File: config.mk
export PLATFORM = sky130hd
export DESIGN_NAME = pipeline_ctrl
export DESIGN_NICKNAME = d
export VERILOG_FILES = /design/src/rtl/pipe_pkg.sv /design/src/rtl/pipeline_ctrl_hazard_detect.sv /design/src/rtl/pipeline_ctrl.sv
export SDC_FILE = /design/constraint.sdc
export NUM_CORES = 1
export LEC_CHECK = 0
export ABC_AREA = 1
export CAP_MARGIN = 20
export CORE_MARGIN = 10
export CORE_UTILIZATION = 49
export CTS_BUF_LIST = sky130_fd_sc_hd__clkbuf_16
export DETAILED_ROUTE_END_ITERATION = 8
export HOLD_SLACK_MARGIN = 0.03
export MAX_ROUTING_LAYER = met4
export PLACE_DENSITY = 0.78
export SYNTH_ARGS = -nofsm -noshare
export SYNTH_HDL_FRONTEND = slang
export SYNTH_HIERARCHICAL = 1
export SYNTH_SLANG_ARGS = --single-unit
File: constraint.sdc
create_clock -name clk -period 1.47 [get_ports clk]
set_input_delay 0.294 -clock clk [delete_from_list [all_inputs] [get_ports clk]]
set_output_delay 0.294 -clock clk [all_outputs]
set_load 0.1 [all_outputs]
File: src/rtl/pipe_pkg.sv
// Shared definitions for the pipeline sequencer: state encoding, buffer bit
// order and the RUN-state branch/load-use decode shared by RUN and MEM_WAIT.
package pipe_pkg;

  typedef enum logic [1:0] {
    ST_RUN      = 2'd0,
    ST_MEM_WAIT = 2'd1,
    ST_HALT     = 2'd2
  } state_t;

  localparam logic [4:0] REG_ZERO = 5'd0;

  // Bit order of the bundled go/clear vectors
  localparam int unsigned N_BUF       = 4;
  localparam int unsigned BUF_IF_ID   = 0;
  localparam int unsigned BUF_ID_EXE  = 1;
  localparam int unsigned BUF_EXE_MEM = 2;
  localparam int unsigned BUF_MEM_WB  = 3;

  typedef struct packed {
    logic             pc_en;
    logic [N_BUF-1:0] go;
    logic [N_BUF-1:0] clr;
    logic             stall;
    logic             flush;
  } ctrl_t;

  // Advance decode: a taken branch squashes the wrong-path ID instruction,
  // otherwise a load-use hazard holds IF/ID and injects a bubble into ID_EXE.
  function automatic ctrl_t run_decode(input logic branch, input logic load_use);
    ctrl_t c;
    c       = '0;
    c.go    = '1;
    c.pc_en = 1'b1;
    if (branch) begin
      c.clr[BUF_IF_ID]  = 1'b1;
      c.clr[BUF_ID_EXE] = 1'b1;
      c.flush           = 1'b1;
    end else if (load_use) begin
      c.pc_en           = 1'b0;
      c.go[BUF_IF_ID]   = 1'b0;
      c.clr[BUF_ID_EXE] = 1'b1;
      c.stall           = 1'b1;
    end
    return c;
  endfunction

endpackage

File: src/rtl/pipeline_ctrl_hazard_detect.sv
// Load-use hazard compare between the ID sources and the EXE load destination.
module hazard_detect
  import pipe_pkg::*;
(
  input  logic [4:0] id_rs,
  input  logic [4:0] id_rt,
  input  logic       id_uses_rs,
  input  logic       id_uses_rt,
  input  logic [4:0] exe_rd,
  input  logic       exe_mem_read,
  output logic       load_use_c
);

  assign load_use_c = exe_mem_read && (exe_rd != REG_ZERO) &&
                      ((id_uses_rs && (id_rs == exe_rd)) ||
                       (id_uses_rt && (id_rt == exe_rd)));

endmodule

File: src/rtl/pipeline_ctrl.sv
// Pipeline sequencer: buffer go/clear and PC enable generation, memory wait
// and halt handling, plus saturating debug counters.
module pipeline_ctrl
  import pipe_pkg::*;
#(
  parameter int unsigned CNT_W       = 32,
  parameter int unsigned MEM_TIMEOUT = 15
) (
  input  logic             clk,
  input  logic             rst_n,
  input  logic [4:0]       id_rs,
  input  logic [4:0]       id_rt,
  input  logic             id_uses_rs,
  input  logic             id_uses_rt,
  input  logic [4:0]       exe_rd,
  input  logic             exe_mem_read,
  input  logic             exe_branch_taken,
  input  logic             mem_req,
  input  logic             mem_ready,
  input  logic             wb_halt,
  input  logic             resume,
  output logic             pc_en,
  output logic             go_if_id,
  output logic             clear_if_id,
  output logic             go_id_exe,
  output logic             clear_id_exe,
  output logic             go_exe_mem,
  output logic             clear_exe_mem,
  output logic             go_mem_wb,
  output logic             clear_mem_wb,
  output logic             halted,
  output logic             mem_err,
  output logic [CNT_W-1:0] stall_cnt,
  output logic [CNT_W-1:0] flush_cnt,
  output logic [CNT_W-1:0] cycle_cnt
);

  localparam int unsigned WAIT_W = 8;

  state_t            state, next_state;
  logic [WAIT_W-1:0] wait_cnt, wait_nxt;
  logic              armed;
  logic              load_use_c;
  logic              err_set_c;
  logic              halt_take_c;
  ctrl_t             ctrl_c;

  hazard_detect u_hazard (
    .id_rs        (id_rs),
    .id_rt        (id_rt),
    .id_uses_rs   (id_uses_rs),
    .id_uses_rt   (id_uses_rt),
    .exe_rd       (exe_rd),
    .exe_mem_read (exe_mem_read),
    .load_use_c   (load_use_c)
  );

  // Next-state and control decode
  always_comb begin
    ctrl_c      = '0;
    next_state  = state;
    wait_nxt    = wait_cnt;
    err_set_c   = 1'b0;
    halt_take_c = 1'b0;
    case (state)
      ST_RUN: begin
        if (wb_halt && armed) begin
          ctrl_c.go[BUF_MEM_WB] = 1'b1;
          halt_take_c           = 1'b1;
          next_state            = ST_HALT;
        end else if (mem_req && !mem_ready) begin
          wait_nxt   = WAIT_W'(1);
          next_state = ST_MEM_WAIT;
        end else begin
          ctrl_c = run_decode(exe_branch_taken, load_use_c);
        end
      end
      ST_MEM_WAIT: begin
        if (mem_ready) begin
          ctrl_c     = run_decode(exe_branch_taken, load_use_c);
          next_state = ST_RUN;
        end else if (wait_cnt >= WAIT_W'(MEM_TIMEOUT)) begin
          err_set_c  = 1'b1;
          next_state = ST_HALT;
        end else begin
          wait_nxt = wait_cnt + WAIT_W'(1);
        end
        ctrl_c.stall = 1'b1;
      end
      ST_HALT: begin
        if (resume) next_state = ST_RUN;
      end
      default: next_state = ST_RUN;
    endcase
  end

  // State, flags and saturating counters
  always_ff @(posedge clk or negedge rst_n) begin
    if (!rst_n) begin
      state     <= ST_RUN;
      wait_cnt  <= '0;
      armed     <= 1'b1;
      halted    <= 1'b0;
      mem_err   <= 1'b0;
      stall_cnt <= '0;
      flush_cnt <= '0;
      cycle_cnt <= '0;
    end else begin
      state    <= next_state;
      wait_cnt <= wait_nxt;
      halted   <= (next_state == ST_HALT);
      // A held wb_halt must drop for a cycle before it can halt again
      if (halt_take_c) armed <= 1'b0;
      else if (!wb_halt) armed <= 1'b1;
      if (err_set_c) mem_err <= 1'b1;
      else if ((state == ST_HALT) && resume) mem_err <= 1'b0;
      if (ctrl_c.stall && (stall_cnt != '1)) stall_cnt <= stall_cnt + CNT_W'(1);
      if (ctrl_c.flush && (flush_cnt != '1)) flush_cnt <= flush_cnt + CNT_W'(1);
      if ((state != ST_HALT) && (cycle_cnt != '1)) cycle_cnt <= cycle_cnt + CNT_W'(1);
    end
  end

  // Controls are forced low while reset is held
  assign pc_en         = rst_n & ctrl_c.pc_en;
  assign go_if_id      = rst_n & ctrl_c.go[BUF_IF_ID];
  assign go_id_exe     = rst_n & ctrl_c.go[BUF_ID_EXE];
  assign go_exe_mem    = rst_n & ctrl_c.go[BUF_EXE_MEM];
  assign go_mem_wb     = rst_n & ctrl_c.go[BUF_MEM_WB];
  assign clear_if_id   = rst_n & ctrl_c.clr[BUF_IF_ID];
  assign clear_id_exe  = rst_n & ctrl_c.clr[BUF_ID_EXE];
  assign clear_exe_mem = rst_n & ctrl_c.clr[BUF_EXE_MEM];
  assign clear_mem_wb  = rst_n & ctrl_c.clr[BUF_MEM_WB];

endmodule

==> results of run 1 <==
## what timing repair did
| item | in CTS |
|---|---|
| setup endpoints to repair | 137 |
| setup buffers | 38 |
| pin swaps | 47 |
| gates cloned | 18 |
| gates resized for setup | 237 |
## stage by stage
stage / instances / worst slack [ns] / TNS [ns] / area (µm²)
4_1_cts: 1726 / -0.445 / -25.31 / 13100
3_3_place_gp: 1658 / -0.717 / -37.13 / 11600
3_5_place_dp: 1658 / -0.808 / -41.99 / 11600
2_1_floorplan: 1182 / -0.511 / -27.11 / 7830
## cells by family after synthesis
kind of cell	synth area share (%)
buf+inv	7.86
fa+ha+maj	0.679
simple gates	47.6
xor+xnor	4.87
other cells	0.0509
flops	37.0
compound gates	1.94
## routing by layer
metal  GRT overflow  global-route usage [%]
met3             19                    67.6
met5              -                       -
met4            149                    89.2
met1             10                    74.8
met2            370                    97.6
==> impl_metrics.env, run 1 <==
export IMPL_antenna_found_initial=2
export IMPL_synth_seq_area_share_pct=37.0
export IMPL_ys_types=29
export IMPL_overflow=548
export IMPL_postCtsHoldBufs=0
export IMPL_stop_stage="global routing (5_1_grt)"
export IMPL_error_line="[ERROR GRT-0232] Routing congestion too high. Check the congestion heatmap in the GUI."
export IMPL_synth_seq_cells=109
export IMPL_cts_max_path_buffers=2
export IMPL_synth_top_area_share_pct=36.7
export IMPL_num_rows=44
export IMPL_postGrtWorstEndpoint="pc_en"
export IMPL_die_width_um=143
export IMPL_syn_avg_cell_area_um2=6.24
export IMPL_dp_hpwl_um=19200
export IMPL_initial_core_util_pct=50.3
export IMPL_htree_levels=3
export IMPL_yosysMostFrequentCell="nand2_1"
export IMPL_synthFlopType="dfrtp_1"
export IMPL_synth_edf_count=0
export IMPL_synth_commonest_cells="613 x nand2_1, 175 x nor2_1, 108 x dfrtp_1"
export IMPL_syn_area_um2=7370
export IMPL_worstEpCategory="output port"
export IMPL_async_flop_share_pct=100
export IMPL_io_pins=132
export IMPL_cts_root_buf="clkbuf_16"
export IMPL_status="aborted with a tool error"
export IMPL_grt_max_degree=110
export IMPL_routabilityCongestion=0.981
export IMPL_ys_warn_count=6
export IMPL_yosysTopAreaCell="dfrtp_1"
export IMPL_synth_area_leaders="dfrtp_1 37%, nand2_1 31%, nor2_1 8.9%"
export IMPL_syn_inst=1181
export IMPL_grt_usage_pct=81.8
export IMPL_numCtsBuffers=9
export IMPL_io_buffers=129
export IMPL_die_h_um=143
export IMPL_cts_sinks=109
==> run 2: changes to the inputs <==
--- a/config.mk
+++ b/config.mk
@@ -8,12 +8,9 @@
 export ABC_AREA = 1
 export CAP_MARGIN = 20
 export CORE_MARGIN = 10
-export CORE_UTILIZATION = 49
-export CTS_BUF_LIST = sky130_fd_sc_hd__clkbuf_16
+export CORE_UTILIZATION = 36
 export DETAILED_ROUTE_END_ITERATION = 8
-export HOLD_SLACK_MARGIN = 0.03
-export MAX_ROUTING_LAYER = met4
-export PLACE_DENSITY = 0.78
+export PLACE_DENSITY_LB_ADDON = 0.15
 export SYNTH_ARGS = -nofsm -noshare
 export SYNTH_HDL_FRONTEND = slang
 export SYNTH_HIERARCHICAL = 1
==> constraint.sdc (replaced) <==
create_clock -name clk -period 1.91 [get_ports clk]
set_input_delay 0.382 -clock clk [delete_from_list [all_inputs] [get_ports clk]]
set_output_delay 0.382 -clock clk [all_outputs]
set_load 0.1 [all_outputs]
==> run 2 against run 1 <==
Against the previous run:
- the flow now finishes, with violations (setup timing)
- synthesized cell count is the same
- area after synthesis did not move
==> impl_metrics.env, run 2 <==
export IMPL_status="finished with violations"
export IMPL_failed_checks="setup timing"
export IMPL_ys_warn_count=6
export IMPL_syn_area_um2=7370
export IMPL_mostFrequentLayoutCell="nand2_1"
export IMPL_drive_gt1_share_pct=25.7
export IMPL_p_switching_uw=4110
export IMPL_power_density_nw_per_um2=842
export IMPL_synth_seq_cells=109
export IMPL_combPwrFrac_pct=48.2
export IMPL_clkLatencyLatePin_ns=0.36
export IMPL_synthToLayoutAreaGrowth_pct=49.5
export IMPL_wl_per_cell_um=14.0
export IMPL_r2r_slack_ns=0.08
export IMPL_overflow=0
export IMPL_dr_pass1_iters=5
export IMPL_synthSimpleGateAreaFrac_pct=47.6
export IMPL_io_buffers=129
export IMPL_grt_max_degree=104
export IMPL_initial_core_util_pct=36.5
export IMPL_numCtsBuffers=9
export IMPL_power_frac_seq_pct=31.3
export IMPL_yosys_area_share_adder_pct=0.679
export IMPL_nets=1379
export IMPL_die_h_um=163
export IMPL_wl_um=22800
export IMPL_peakVddDrop_uv=960
export IMPL_worst_path_max_fanout=3
export IMPL_synthFlopType="dfrtp_1"
export IMPL_total_power_uw=9270
export IMPL_final_util_pct=54.6
export IMPL_hold_viol_final=0
export IMPL_htree_levels=3
export IMPL_cts_root_buf="clkbuf_16"
export IMPL_drt_iter0_markers=438
export IMPL_post_route_period_util_pct=104
export IMPL_total_leakage_power_uw=0.00490
export IMPL_p_int_uw=5160
export IMPL_crit_type="reg -> out"
export IMPL_ant_nets=0
export IMPL_routabilityCongestion=0.903
export IMPL_setup_worst_path_end_class="primary output"
export IMPL_io_pins=132
export IMPL_ys_types=29
export IMPL_dp_hpwl_um=16700
export IMPL_synth_top_family_by_area="simple AND/OR/NAND/NOR gates"
export IMPL_fin_skew_ns=0.0126
export IMPL_vias=7657
export IMPL_worst_slack_ns=-0.0755
export IMPL_cap_violations=0
export IMPL_cts_max_path_buffers=2
export IMPL_fill_cells=1926
export IMPL_coreArea_um2=20200
export IMPL_synth_top_area_share_pct=36.7
export IMPL_cts_tree="yes"
export IMPL_synth_area_leaders="dfrtp_1 37%, nand2_1 31%, nor2_1 8.9%"
export IMPL_yosysTopAreaCell="dfrtp_1"
export IMPL_instances_no_fill=1626
export IMPL_cts_sinks=109
export IMPL_clk_pin_slew_ns=0.07
export IMPL_pwr_share_clk_pct=20.5
export IMPL_required_ns=1.53
export IMPL_period_minus_slack_ns=1.99
export IMPL_die_area_um2=26600
export IMPL_synth_edf_count=0
export IMPL_relSlewSlack_pct=58.8
export IMPL_fmax_ghz=0.504
export IMPL_antenna_found_initial=1
export IMPL_final_cell_mix="585 x nand2_1, 169 x nor2_1, 109 x buf_12, 90 x inv_1, 89 x dfrtp_2"
export IMPL_num_rows=52
export IMPL_top_regs="cycle_cnt x32, flush_cnt x32, stall_cnt x32"
export IMPL_synth_xor_area_share_pct=4.87
export IMPL_drc=0
export IMPL_vias_per_cell=4.71
export IMPL_dp_cells=1590
export IMPL_grt_pass1_wl_um=37400
export IMPL_switching_share_pct=44.3
export IMPL_yosysMostFrequentCell="nand2_1"
export IMPL_synth_seq_area_share_pct=37.0
export IMPL_synthMuxAreaShare_pct=0
export IMPL_startpoint_type="register"
export IMPL_tightestPinTransition_ns=0.618
export IMPL_die_width_um=163
export IMPL_synth_compound_area_share_pct=1.94
export IMPL_synth_commonest_cells="613 x nand2_1, 175 x nor2_1, 108 x dfrtp_1"
export IMPL_syn_avg_cell_area_um2=6.24
export IMPL_setup_viol=5
export IMPL_async_flop_share_pct=100
export IMPL_slew_violations=0
export IMPL_hp_class="in -> async"
export IMPL_grt_usage_pct=17.1
export IMPL_grt_pass1_vias=7559
export IMPL_rsz0062_at_grt="yes"
export IMPL_syn_inst=1181
export IMPL_cp_data_arrival_time_ns=1.60
## run 2: cell counts after synthesis
Identical to the previous run, type by type.
## run 2: worst paths after layout
check	start	to	depth (start not counted)
max in group asynchronous	rst_n	state[0]$_DFF_PN0_	2
min reg2reg	wait_cnt[4]$_DFFE_PN0P_	wait_cnt[4]$_DFFE_PN0P_	2
min	rst_n	armed$_DFFE_PN1P_	1
max	armed$_DFFE_PN1P_	go_id_exe	7
min in group clk	wait_cnt[4]$_DFFE_PN0P_	wait_cnt[4]$_DFFE_PN0P_	2
max reg2reg	stall_cnt[0]$_DFFE_PN0P_	stall_cnt[31]$_DFFE_PN0P_	11
## run 2: cells by family after synthesis
group           after synthesis
buf+inv                     123
xor+xnor                     41
fa+ha+maj                     4
compound gates               27
flops                       109
other cells                   1
simple gates                876
## run 2: cell type report
| cell class | instances | area, µm² | area share, % |
|---|---|---|---|
| diodes | 1 | 2.50 | 0.0227 |
| clock buffers | 10 | 239 | 2.17 |
| clock inverters | 6 | 46.3 | 0.420 |
| inverters | 103 | 410 | 3.73 |
| multi-input cells | 950 | 4270 | 38.8 |
| flip-flops and latches | 109 | 2860 | 26.0 |
| well taps | 270 | 338 | 3.07 |
| repair buffers | 177 | 2850 | 25.8 |
## run 2: critical path, cell delays in order, from the launching register on
cell and delay, ns:
dfstp_2 0.55, nand2_2 0.06, nand3_2 0.07, nand2_2 0.06, nand2_4 0.10, clkinvlp_4 0.11, buf_6 0.13, buf_12 0.16
## run 2: metrics by stage
stage	TNS, ns	area (µm²)	worst slack (ns)	hold slack (ns)
after floorplan	-0.534	7580	-0.159	0.0864
after global placement	-13.38	10300	-0.384	0.245
after detailed placement	-13.76	10300	-0.402	0.240
after CTS	-0.477	10800	-0.102	0.0420
after global routing	-3.53	11000	-0.158	0.0471
final	-0.364	11000	-0.0755	0.0609
## run 2: per-layer routing
layer | GRT usage [%] | routed length, µm | vias to the layer above
li1 | - | - | 3927
met4 | 4.80 | 330 | 0
met1 | 21.7 | 10300 | 3479
met5 | 0 | 0 | -
met3 | 4.83 | 1770 | 27
met2 | 27.8 | 10400 | 224
## run 2: power groups by stage
stage          Clock [µW]  Combinational (µW)  Sequential [µW]
4_1_cts              1950                4210             2910
2_1_floorplan           0                1560             3950
3_3_place_gp            0                3910             2960
6_report             1900                4470             2900
3_5_place_dp            0                3940             2970
5_1_grt              2030                4760             2930
## run 2: what timing repair did
action / CTS / global route
cloned: 2 / 4
setup buffers: 11 / 3
hold buffers: 1 / 0
pin swaps: 16 / 23
endpoints found under the setup margin: 31 / 64
resized for setup: 51 / 56
hold endpoints to repair: 5 / 0
No activity file was read; power rests on OpenSTA's default activity.
==> variant 1, RTL diff (config.mk and constraints of run 2) <==
Change the localparam `WAIT_W` from 8 to 6.
--- a/src/rtl/pipeline_ctrl.sv
+++ b/src/rtl/pipeline_ctrl.sv
@@ -35,7 +35,7 @@
   output logic [CNT_W-1:0] cycle_cnt
 );
 
-  localparam int unsigned WAIT_W = 8;
+  localparam int unsigned WAIT_W = 6;
 
   state_t            state, next_state;
   logic [WAIT_W-1:0] wait_cnt, wait_nxt;
Function: no difference found for any inputs over 4 cycles, from zero or initial values and one cycle with rst_n low; that may be too few to reach the edited logic, so the function may still have changed.
==> variant 1 against run 2 <==
The run still ends with setup timing left. Via count fell by 1.8%. Largest cell class unchanged. Non-clock buffer count down 5. Die area fell by 0.70%. Sequential cell count fell by 2. Hold slack better by 0.054 ns. Design area shrank 2.2%. Worst setup slack gained 0.0023 ns. Clock skew is 0.0012 ns lower. Wire length down 5.3%. Synthesized cell count up 0.42%. Synthesized area decreased by 0.80%. Utilization is 1.0 points lower. Total power fell by 4.2%.
==> variant 1: results (changes against run 2) <==
status finished, violations left (unchanged); failing checks setup timing (unchanged); ANT cells 0 (was 1); setup violators final 6 (was 5); clk slew on worst S/H paths 0.07 ns (about the same); top cells by area, synth dfrtp_1, nand2_1, nor2_1, inv_1, nand3_1 (unchanged); arrival time at the worst endpoint 1.60 ns (about the same); Leak 0.00475 uW (was 0.00490 uW); Root Buffer clkbuf_16 (unchanged); first-pass GRT wire length 36.4 mm (was 37.4 mm); crit-path max FO 4 (was 3); Post-synth top flop dfrtp_1 (unchanged); Worst-Skew Late Latency roughly 0.35 ns; FFs w/ async S/R, synth 100% (unchanged); CTS Buffer Depth 2 (unchanged); largest net degree at the start of global routing 74 (was 104); Overall Global Routing Usage 16.7% (was 17.1%); DRT iter0 DRCs 448 (was 438); largest registers cycle_cnt: 32 flops, flush_cnt: 32 flops, stall_cnt: 32 flops (unchanged); Placed Area 10400 um^2 (was 10300 um^2); Peak supply drop 839 uV (was 960 uV); vias in the first global route 7284 (was 7559); clk_skew 0.0113 ns (was 0.0126 ns); PnR worst setup slack -0.0732 ns (was -0.0755 ns); DR pass1 iterations 4 (was 5); filler instances 1898 (was 1926); Layout area overhead 47.4% (was 49.5%); DR WL/cell 13.3 um (was 14.0 um); Die Wd 162 um (was 163 um); hold_buf cts 0 (was 1); Num CTS Buffers 9 (unchanged); worst r2r src flush_cnt[1] (was stall_cnt[0]); Placer Congestion 0.889 (was 0.903); Syn. warnings 6 (unchanged); RR Endpoint flush_cnt[27] (was stall_cnt[31]); flop2flop setup slack 0.14 ns (was 0.08 ns); Distinct cells, synth 28 (was 29); dpl hpwl 17.1 mm (was 16.7 mm); layout cell share with drive strength beyond 1 23.0% (was 25.7%); IO buf count 129 (unchanged); worst r2r path cells 11 (unchanged); sequential-to-total area share from yosys stat 36.7% (was 37.0%); drt via density 4.63 (was 4.71); final net count 1379 (unchanged); HP Class primary input to async pin (unchanged); H-Tree Depth 3 (unchanged); antenna violations before repair 0 (was 1); commonest cells in the netlist nand2_1, nor2_1, dfrtp_1 (unchanged)
variant 1: cell types whose count changed after synthesis, moves of 2 or more:
| cell | change |
|---|---|
| nand3_1 | +6 |
| buf_2 | +4 |
| buf_6 | -4 |
| o21ai_0 | -4 |
| xor2_1 | +4 |
| xnor2_1 | -3 |
| dfrtp_1 | -2 |
| inv_1 | +2 |
| inv_4 | -2 |
| nor2_2 | +2 |
variant 1: timing repair:
action,4_1_cts,5_1_grt
buffers inserted,3,3
setup endpoints to repair,27,36
hold endpoints to repair,0,0
pin swaps,20,8
resized for setup,30,12
variant 1: cells by family after synthesis:
family | after synthesis | synth area share [%]
xor+xnor | 42 | 5.03
fa+ha+maj | 4 | 0.685
other cells | 1 | 0.0513
flops | 107 | 36.7
compound gates | 24 | 1.87
buf+inv | 124 | 7.52
simple gates | 884 | 48.2
variant 1: cell type report:
cell class                 count  share of cell area, %
clock inverter                 2                  0.325
multi-input combinational    956                   39.1
sequential                   107                   26.1
tap                          270                   3.14
clock buffer                  14                   2.36
timing repair buffer         172                   25.3
inverter                     104                   3.68
variant 1: worst max path at each step:
| stage | startpoint | end | slack, ns | cells past startpoint |
|---|---|---|---|---|
| 6_report | state[0] | clear_id_exe | -0.07 | 7 |
| 5_1_grt | id_rt[4] | clear_id_exe | -0.18 | 9 |
| 4_1_cts | armed | go_exe_mem | -0.10 | 7 |
| 3_5_place_dp | exe_rd[4] | stall_cnt[26] | -0.40 | 14 |
| 3_3_place_gp | exe_rd[4] | stall_cnt[15] | -0.37 | 14 |
| 2_1_floorplan | armed | clear_id_exe | -0.17 | 6 |
variant 1: critical path, cell delays in order, from the launching register on:
cell and delay [ns]:
dfrtp_1 0.43, nor2_4 0.17, nand3_2 0.10, nand2_2 0.08
nand2_4 0.08, clkinvlp_4 0.10, o21a_4 0.13, buf_12 0.17
variant 1: metal layers:
metal | vias to the layer above | track usage [%] | share of wire, %
met5 | - | 0 | 0
met4 | 0 | 4.47 | 1.3
met3 | 23 | 4.12 | 5.9
met2 | 151 | 27.4 | 47
met1 | 3421 | 21.3 | 46
li1 | 3922 | - | -
variant 1: power by group:
group,total [uW],internal (uW),switching [uW]
clock network,1880,1060,830
logic,4130,1470,2650
registers,2870,2530,339
total,8880,5060,3820
variant 1: stage by stage:
step                      setup TNS, ns  hold slack (ns)  power [uW]  setup WS (ns)  instances
after floorplan                  -0.580           0.0864        5430         -0.174       1187
after global placement           -14.25            0.468        6930         -0.369       1603
after detailed placement         -15.47            0.477        6980         -0.397       1603
after CTS                        -0.584            0.129        8920         -0.104       1622
after global routing             -0.993            0.151        9340         -0.175       1625
final                            -0.355            0.115        8880        -0.0732       1625
==> variant 2, RTL diff (flow settings as in run 2) <==
Made on the original files. Put one more register stage on the output `flush_cnt`, cleared by the reset. The value now appears one clock later. The other outputs are not delayed to match.
--- a/src/rtl/pipeline_ctrl.sv
+++ b/src/rtl/pipeline_ctrl.sv
@@ -36,6 +36,8 @@
 );
 
   localparam int unsigned WAIT_W = 8;
+
+  logic [CNT_W-1:0] flush_cnt_s0;
 
   state_t            state, next_state;
   logic [WAIT_W-1:0] wait_cnt, wait_nxt;
@@ -103,7 +105,7 @@
       halted    <= 1'b0;
       mem_err   <= 1'b0;
       stall_cnt <= '0;
-      flush_cnt <= '0;
+      flush_cnt_s0 <= '0;
       cycle_cnt <= '0;
     end else begin
       state    <= next_state;
@@ -115,7 +117,7 @@
       if (err_set_c) mem_err <= 1'b1;
       else if ((state == ST_HALT) && resume) mem_err <= 1'b0;
       if (ctrl_c.stall && (stall_cnt != '1)) stall_cnt <= stall_cnt + CNT_W'(1);
-      if (ctrl_c.flush && (flush_cnt != '1)) flush_cnt <= flush_cnt + CNT_W'(1);
+      if (ctrl_c.flush && (flush_cnt_s0 != '1)) flush_cnt_s0 <= flush_cnt_s0 + CNT_W'(1);
       if ((state != ST_HALT) && (cycle_cnt != '1)) cycle_cnt <= cycle_cnt + CNT_W'(1);
     end
   end
@@ -131,5 +133,13 @@
   assign clear_exe_mem = rst_n & ctrl_c.clr[BUF_EXE_MEM];
   assign clear_mem_wb  = rst_n & ctrl_c.clr[BUF_MEM_WB];
 
+  always_ff @(posedge clk or negedge rst_n) begin
+    if (!rst_n) begin
+      flush_cnt <= '0;
+    end else begin
+      flush_cnt <= flush_cnt_s0;
+    end
+  end
+
 endmodule
 
Behaviour: not the same (Yosys sat finds a counterexample within 4 cycles, from zero or initial values and one cycle with rst_n low).
==> variant 2 against run 2 <==
The run still ends with setup timing left. Synthesized area is 11% higher. Total power is 20% higher. Worst setup slack worse by 0.047 ns. Combinational power is 6.5% lower. Sequential cell count is 32 higher. Wire length is 3.3% higher. Non-clock buffer count is 10 higher. Design area is 6.4% higher. Largest cell class unchanged. Highest routed layer unchanged.
==> variant 2: results (changes against run 2) <==
status finished, violations left (unchanged); failing checks setup timing (unchanged); CP max stage cell dfrtp_2 (was dfstp_2); max incr delay on CP 0.44 ns (was 0.55 ns); sequential-to-total area share from yosys stat 43.2% (was 37.0%); Synth Area in Compound Gates 1.35% (was 1.94%); Post-synth top flop dfrtp_1 (unchanged); first-pass GRT wire length 38.8 mm (was 37.4 mm); Leak 0.00556 uW (was 0.00490 uW); drt via density 4.66 (was 4.71); Critical Path Start state[0] (was armed); Peak supply drop 753 uV (was 960 uV); layout cell share with drive strength beyond 1 24.1% (was 25.7%); crit-path max FO 4 (was 3); IO buf count 129 (unchanged); commonest cells in the netlist nand2_1, nor2_1, dfrtp_1 (unchanged); Distinct cells, synth 28 (was 29); arrival time at the worst endpoint 1.65 ns (was 1.60 ns); antenna violations before repair 1 (unchanged); DR WL/cell 13.9 um (was 14.0 um); Syn. warnings 6 (unchanged); Internal Power 6760 uW (was 5160 uW); DRT iter0 DRCs 472 (was 438); xor and xnor area share after synthesis 4.39% (was 4.87%); worst r2r src armed (was stall_cnt[0]); Synth top area share 42.9% (was 36.7%); final net count 1429 (was 1379); largest net degree at the start of global routing 142 (was 104); setup violators final 7 (was 5); clk slew on worst S/H paths 0.07 ns (about the same); Synth Area in Adders 0.612% (was 0.679%); Placer Congestion 0.929 (was 0.903); Max-slew headroom 48.7% (was 58.8%); vias in the first global route 7737 (was 7559); Post-Layout Cell Count 1699 (was 1626); clk_skew 0.0124 ns (was 0.0126 ns); Worst-Skew Late Latency 0.43 ns (was 0.36 ns); H-Tree Depth 4 (was 3); P_comb 4180 uW (was 4470 uW); Post-Place Worst Slack -0.535 ns (was -0.402 ns); top cells by area, synth dfrtp_1, nand2_1, nor2_1, inv_1, nand3_1 (unchanged); dpl hpwl 17.5 mm (was 16.7 mm); P_seq 3620 uW (was 2900 uW); Num CTS Buffers 17 (was 9); Syn Inst Count 1213 (was 1181); Overall Global Routing Usage 16.6% (was 17.1%); worst r2r path cells 14 (was 11); PnR worst setup slack -0.123 ns (was -0.0755 ns); Logic pwr share 37.5% (was 48.2%)
## variant 2: area by class of cell
type	instances	area (um^2)
sequential	141	3620
multi-input combinational	941	4200
antenna	1	2.50
tap	285	357
inverter	112	439
clock buffer	20	447
fill	2225	10800
clock inverter	12	138
timing repair buffer	187	2510
## variant 2: per-stage QoR
stage               setup TNS, ns  cell area [um^2]  utilization [%]  hold slack (ns)
finish                     -0.754             11700             52.1            0.104
global route                -2.40             11700             52.1            0.161
CTS                        -0.800             11600             51.5            0.148
detailed placement         -18.64             10900             48.6            0.447
global placement           -16.47             10900             48.6            0.443
floorplan                  -0.269              8360                -           0.0864
## variant 2: critical path, delay by kind of cell, from the launching register on
| kind | cells | cell delay, ns |
|---|---|---|
| buf+inv | 1 | 0.19 |
| flops | 1 | 0.44 |
| simple gates | 5 | 0.58 |
## variant 2: repair_timing
action	CTS	global route
cloned	0	2
endpoints found under the setup margin	36	85
pin swaps	20	19
hold buffers	0	0
buffers inserted	8	3
resized for setup	31	46
## variant 2: path summary, 6_finish.rpt
check	slack (ns)	endpoint
setup / recovery	-0.12	go_if_id
hold / removal	0.10	halted
setup reg to reg	0.04	flush_cnt_s0[22]
hold reg to reg	0.46	flush_cnt[31]
max in group asynchronous	1.15	cycle_cnt[0]
min in group clk	0.42	mem_err
## variant 2: layer usage
| layer | up-vias | wire length, um | part of all wire [%] | GRT usage (%) |
|---|---|---|---|---|
| met3 | 27 | 1420 | 6.0 | 4.59 |
| li1 | 4046 | - | - | - |
| met4 | 0 | 304 | 1.3 | 4.35 |
| met2 | 185 | 10900 | 46 | 26.4 |
| met1 | 3660 | 11000 | 46 | 21.6 |
| met5 | - | 0 | 0 | 0 |
